==> src/rtl/blake2_pmod_host.sv <==
// blake2_pmod_host: tester-side PMOD driver that frames message bytes onto the data bus and re-emits the returned digest.
// Define BLAKE2_HOST_STATS_EN to add saturating msg_cnt_o/err_cnt_o counters.
module blake2_pmod_host #(
    parameter int PMOD_W      = 8,
    parameter int BLOCK_BYTES = 64,
    parameter int HASH_BYTES  = 32,
    parameter int SYNC_STAGES = 2,
    parameter int GUARD_CYC   = 8,
    parameter int TIMEOUT_CYC = 65535
) (
    input  logic              clk,
    input  logic              rst_async,
    input  logic              msg_valid_i,
    output logic              msg_ready_o,
    input  logic [7:0]        msg_data_i,
    input  logic              msg_last_i,
    output logic              hash_valid_o,
    output logic [7:0]        hash_data_o,
    output logic              hash_last_o,
    output logic              busy_o,
    output logic              err_o,
    output logic [PMOD_W-1:0] data_o,
    output logic [2:0]        data_ctrl_o,
    output logic [1:0]        loopback_ctrl_o,
    input  logic [PMOD_W-1:0] hash_i,
    input  logic [1:0]        hash_ctrl_i
`ifdef BLAKE2_HOST_STATS_EN
    ,
    output logic [15:0]       msg_cnt_o,
    output logic [15:0]       err_cnt_o
`endif
);
    localparam int BW = $clog2(BLOCK_BYTES + 1);
    localparam int HW = $clog2(HASH_BYTES + 1);
    localparam int GW = $clog2(GUARD_CYC + 1);
    localparam int TW = $clog2(TIMEOUT_CYC + 1);

    typedef enum logic [2:0] {IDLE, WAIT_RDY, SEND, GUARD, WAIT_HASH, RECV} state_t;

    state_t            state;
    logic [PMOD_W+1:0] sync_q [SYNC_STAGES];
    logic [PMOD_W-1:0] hash_s;
    logic              hv_s, rdy_s, start_pending, accept, tmo_hit, err_evt;
    logic [BW-1:0]     blk_cnt;
    logic [HW-1:0]     hash_cnt;
    logic [GW-1:0]     guard_cnt;
    logic [TW-1:0]     tmo_cnt;

    assign {hv_s, rdy_s, hash_s} = sync_q[SYNC_STAGES-1];
    assign msg_ready_o     = state == SEND;
    assign busy_o          = state != IDLE;
    assign loopback_ctrl_o = 2'b00;
    assign accept          = msg_ready_o && msg_valid_i;
    assign tmo_hit         = tmo_cnt == TW'(TIMEOUT_CYC - 1);
    // A digest strobe is only legal while a digest is expected; anywhere else it flags a device fault.
    assign err_evt = (hv_s && (state == IDLE || state == WAIT_RDY || state == SEND || state == GUARD)) ||
                     (state == WAIT_RDY && !rdy_s && tmo_hit) ||
                     (state == WAIT_HASH && !hv_s && tmo_hit) ||
                     (state == RECV && !hv_s);

    always_ff @(posedge clk or posedge rst_async) begin
        if (rst_async) begin
            for (int i = 0; i < SYNC_STAGES; i++) sync_q[i] <= '0;
        end else begin
            sync_q[0] <= {hash_ctrl_i, hash_i};
            for (int i = 1; i < SYNC_STAGES; i++) sync_q[i] <= sync_q[i-1];
        end
    end

    always_ff @(posedge clk or posedge rst_async) begin
        if (rst_async) begin
            state         <= IDLE;
            start_pending <= 1'b0;
            blk_cnt       <= '0;
            hash_cnt      <= '0;
            guard_cnt     <= '0;
            tmo_cnt       <= '0;
            data_o        <= '0;
            data_ctrl_o   <= 3'b000;
            hash_valid_o  <= 1'b0;
            hash_data_o   <= 8'h00;
            hash_last_o   <= 1'b0;
            err_o         <= 1'b0;
        end else begin
            data_ctrl_o  <= accept ? {msg_last_i, start_pending, 1'b1} : 3'b000;
            hash_valid_o <= 1'b0;
            hash_last_o  <= 1'b0;
            tmo_cnt      <= '0;
            if (accept) data_o <= PMOD_W'(msg_data_i);
            if (err_evt) err_o <= 1'b1;
            case (state)
                IDLE: if (msg_valid_i) begin
                    state         <= WAIT_RDY;
                    start_pending <= 1'b1;
                end
                WAIT_RDY: if (rdy_s) begin
                    state   <= SEND;
                    blk_cnt <= '0;
                end else if (tmo_hit) state <= IDLE;
                else tmo_cnt <= tmo_cnt + 1'b1;
                SEND: if (accept) begin
                    start_pending <= 1'b0;
                    blk_cnt       <= blk_cnt + 1'b1;
                    if (msg_last_i) begin
                        state    <= WAIT_HASH;
                        hash_cnt <= '0;
                    end else if (blk_cnt == BW'(BLOCK_BYTES - 1)) begin
                        state     <= GUARD;
                        guard_cnt <= '0;
                    end
                end
                GUARD: if (guard_cnt == GW'(GUARD_CYC - 1)) state <= WAIT_RDY;
                else guard_cnt <= guard_cnt + 1'b1;
                WAIT_HASH: if (hv_s) begin
                    state        <= RECV;
                    hash_valid_o <= 1'b1;
                    hash_data_o  <= 8'(hash_s);
                    hash_cnt     <= HW'(1);
                end else if (tmo_hit) state <= IDLE;
                else tmo_cnt <= tmo_cnt + 1'b1;
                RECV: if (hv_s) begin
                    hash_valid_o <= 1'b1;
                    hash_data_o  <= 8'(hash_s);
                    hash_cnt     <= hash_cnt + 1'b1;
                    if (hash_cnt == HW'(HASH_BYTES - 1)) begin
                        hash_last_o <= 1'b1;
                        state       <= IDLE;
                    end
                end else state <= IDLE;
                default: state <= IDLE;
            endcase
        end
    end

`ifdef BLAKE2_HOST_STATS_EN
    always_ff @(posedge clk or posedge rst_async) begin
        if (rst_async) begin
            msg_cnt_o <= '0;
            err_cnt_o <= '0;
        end else begin
            if (hash_last_o && msg_cnt_o != 16'hFFFF) msg_cnt_o <= msg_cnt_o + 1'b1;
            if (err_evt && err_cnt_o != 16'hFFFF) err_cnt_o <= err_cnt_o + 1'b1;
        end
    end
`endif
endmodule

==> config.mk <==
export PLATFORM = sky130hd
export DESIGN_NAME = blake2_pmod_host
export DESIGN_NICKNAME = d
export VERILOG_FILES = /design/src/rtl/blake2_pmod_host.sv
export SDC_FILE = /design/constraint.sdc
export NUM_CORES = 1
export LEC_CHECK = 0
export ABC_AREA = 0
export BUFFER_PORTS_ARGS = -buffer_cell sky130_fd_sc_hd__buf_4
export CELL_PAD_IN_SITES_DETAIL_PLACEMENT = 0
export CELL_PAD_IN_SITES_GLOBAL_PLACEMENT = 2
export CORE_ASPECT_RATIO = 0.75
export CORE_MARGIN = 5
export CORE_UTILIZATION = 37
export CTS_CLUSTER_SIZE = 30
export DETAILED_ROUTE_END_ITERATION = 10
export PLACE_DENSITY = 0.81
export SYNTH_ARGS = -nofsm -noshare
export SYNTH_HDL_FRONTEND = slang
export SYNTH_SLANG_ARGS = --single-unit
==> constraint.sdc <==
create_clock -name clk -period 2.9 [get_ports clk]
set_input_delay 0.58 -clock clk [delete_from_list [all_inputs] [get_ports clk]]
set_output_delay 0.58 -clock clk [all_outputs]
set_load 0.05 [all_outputs]
==> results.txt <==
DR vias: 2,286
First-pass iteration count of the detailed router: 4
Gr usage total: 0.127
Prevailing post-synth register cell: dfrtp_1
Status: completed
Setup slack after layout: 639 ps
Post-synth top area cell: dfrtp_1
Arr. time, crit path: 1680 ps
Vias per cell: 4.86
CORE AREA: 8930 um2
Area of the multi-input gates: 1250 um2
Syn avg cell area: 10.9 um2
Top-count cell post-synth: dfrtp_1
Die Ht: 92.3 um
Max_cap viols: 0
Fillers: 837
Io pins: 48
Hold Fails Final Rpt: 0
Netlist cell types: 47
Ys Warns: 0
Setup WS pre-CTS: 779 ps
Lkg Pwr: 1.89 nW
# clock sinks: 79
Iter 0 DRT Violations: 115
Clock buffer depth: 2
VDD IR max: 0.436 mV
Largest net degree at the start of global routing: 42
Layout cells sized above 1: 0.221
Routability Congestion: 0.770
Final wirelength: 6380 um
Crit Path Class: reg2out
Fin. max-slew vios: 0
FFs w/ async S/R, synth: 1.00
Die footprint: 11,000 um2
Min-Delay Path Class: in2async
Min Tclk post-route: 2260 ps
Antenna diodes: 0
Post-cts hold buffer count: 0
Gate Count Post-Synth: 306
Final Power: 3.74 mW
CTS Buf Count: 9
CTS Root Cell: clkbuf_16
Routed Antenna Nets: 0
Synth cell count leaders: dfrtp_1 (79), nand2_1 (41), nor2_1 (28)
Crit Path Max Fanout: 29
Clock skew: 4.18 ps
Sequential area share after synthesis: 0.592
Initial Util: 0.374
CTS tree: yes
DRC viols: 0
Count of flip-flops with a built-in enable after synthesis: 0
Top cell type's share of synthesized area: 0.592
Data required, critical path: 2320 ps
Final Cycle Share: 0.780
Main area contributors after synthesis: dfrtp_1 (59%), nand2_1 (4.6%), nor2_1 (3.1%), mux2_2 (3.0%), xor2_1 (2.6%)
RSZ-0062 raised after global routing: false
Final net count: 381
Total gr overflow: 0
First-pass GRT wire length: 11,100 um
Wire length per cell: 13.6 um
Setup TNS: 0 ps
Clk pin slew, worst setup/hold paths: 60 ps
Slew margin rel.: 0.434
Number of port buffers: 45
Register area: 1980 um2
P per Cell Area: 915 nW/um2
Syn Std Cell Area: 3340 um2
Die Wd: 120 um
Synth Register Bits: 79
Setup violations, final: 0
CP Launch Type: flip-flop
Synth-to-Final Area Change: 22.5%
Worst-Margin Slew: 849 ps
DP Wirelength: 4260 um
Postcts setup bufs: 0
Fmax: 442 MHz
Worst Setup End Kind: primary output
Worst-skew pair later-pin latency: 330 ps
Vias in the first global route: 2,251
Num rows: 30
Htree depth: 3
Post-CTS Resized: 0
Initial antenna violation count: 0
[final timing paths]
kind / from / endpoint / slack, ps / cells past startpoint
setup reg to reg: state[0] / hash_cnt[5] / 810 / 4
max in group asynchronous: rst_async / data_ctrl_o[2] / 1930 / 3
hold reg to reg: sync_q[12] / hash_s[2] / 350 / 0
setup / recovery: state[0] / busy_o / 640 / 2
min in group clk: sync_q[12] / hash_s[2] / 350 / 0
hold / removal: rst_async / tmo_cnt[14] / 340 / 2
[flip-flops by register name, summed over array words and instances (netlist names), 3 cells and up]
signal and flops:
blk_cnt 7, data_ctrl_o 3, data_o 8, guard_cnt 4, hash_cnt 6, hash_data_o 8, hash_s 8, state 3
sync_q 10, tmo_cnt 16
[final cells by class]
| cell class | instances | share of cell area |
|---|---|---|
| Clock buffer | 9 | 0.0551 |
| Clock inverter | 6 | 0.0174 |
| Inverter | 14 | 0.0132 |
| Multi-Input combinational cell | 202 | 0.306 |
| Sequential cell | 79 | 0.483 |
| Tap cell | 112 | 0.0343 |
| Timing Repair Buffer | 48 | 0.0912 |
[layout by cell type, fill, tap and decap left out, drive strengths merged, types with 2 or more instances in the layout]
master	instances
a211o	2
a21oi	6
a31oi	5
and2	2
and3	4
and4	2
buf	48
clkbuf	9
clkinv	3
clkinvlp	2
conb	2
dfrtp	79
ha	5
inv	14
mux2	9
nand2	41
nand2b	2
nand3	16
nand3b	2
nand4	9
nor2	28
nor2b	4
nor3	3
nor3b	2
nor4	6
o211ai	4
o21ai	9
o31ai	3
or3	4
or4	3
xnor2	9
xor2	10
[report_power, final]
part           switching, mW  total [mW]  internal (mW)  leakage [nW]
combinational          0.724        1.11          0.384         0.739
sequential             0.213        1.52           1.31          1.01
clock                  0.449        1.12          0.667         0.138
[logic make-up after synthesis]
| family | share of synthesized area |
|---|---|
| other | 0.00112 |
| AND/OR/NAND/NOR | 0.204 |
| AO/OA/AOI/OAI | 0.0693 |
| XOR/XNOR | 0.0499 |
| flip-flops | 0.592 |
| adder cells (fa/ha/maj) | 0.0187 |
| multiplexers | 0.0304 |
| buffers and inverters | 0.0345 |
[layer usage]
layer  vias to the layer above  part of all wire  global-route usage
li1                       1150                 -                   -
met1                      1083              0.51               0.180
met2                        45              0.42               0.175
met3                         8             0.053              0.0518
met4                         0             0.014              0.0439
met5                         -                 0                   0
[metrics by stage]
| stage | cells | area (um2) | utilization | hold slack (ps) |
|---|---|---|---|---|
| 6_report | 470 | 4090 | 0.458 | 336 |
| 5_1_grt | 470 | 4090 | 0.458 | 327 |
| 4_1_cts | 470 | 4090 | 0.458 | 337 |
| 3_5_place_dp | 455 | 3790 | 0.425 | 335 |
| 3_3_place_gp | 455 | 3790 | 0.425 | 332 |
| 2_1_floorplan | 307 | 3340 | - | 331 |
[worst max-delay path, stage by stage (launching register included)]
cell,delay (ps)
dfrtp_1,690
or3_1,460
buf_4,200
Note: power is estimated with default switching activity, not from simulation.
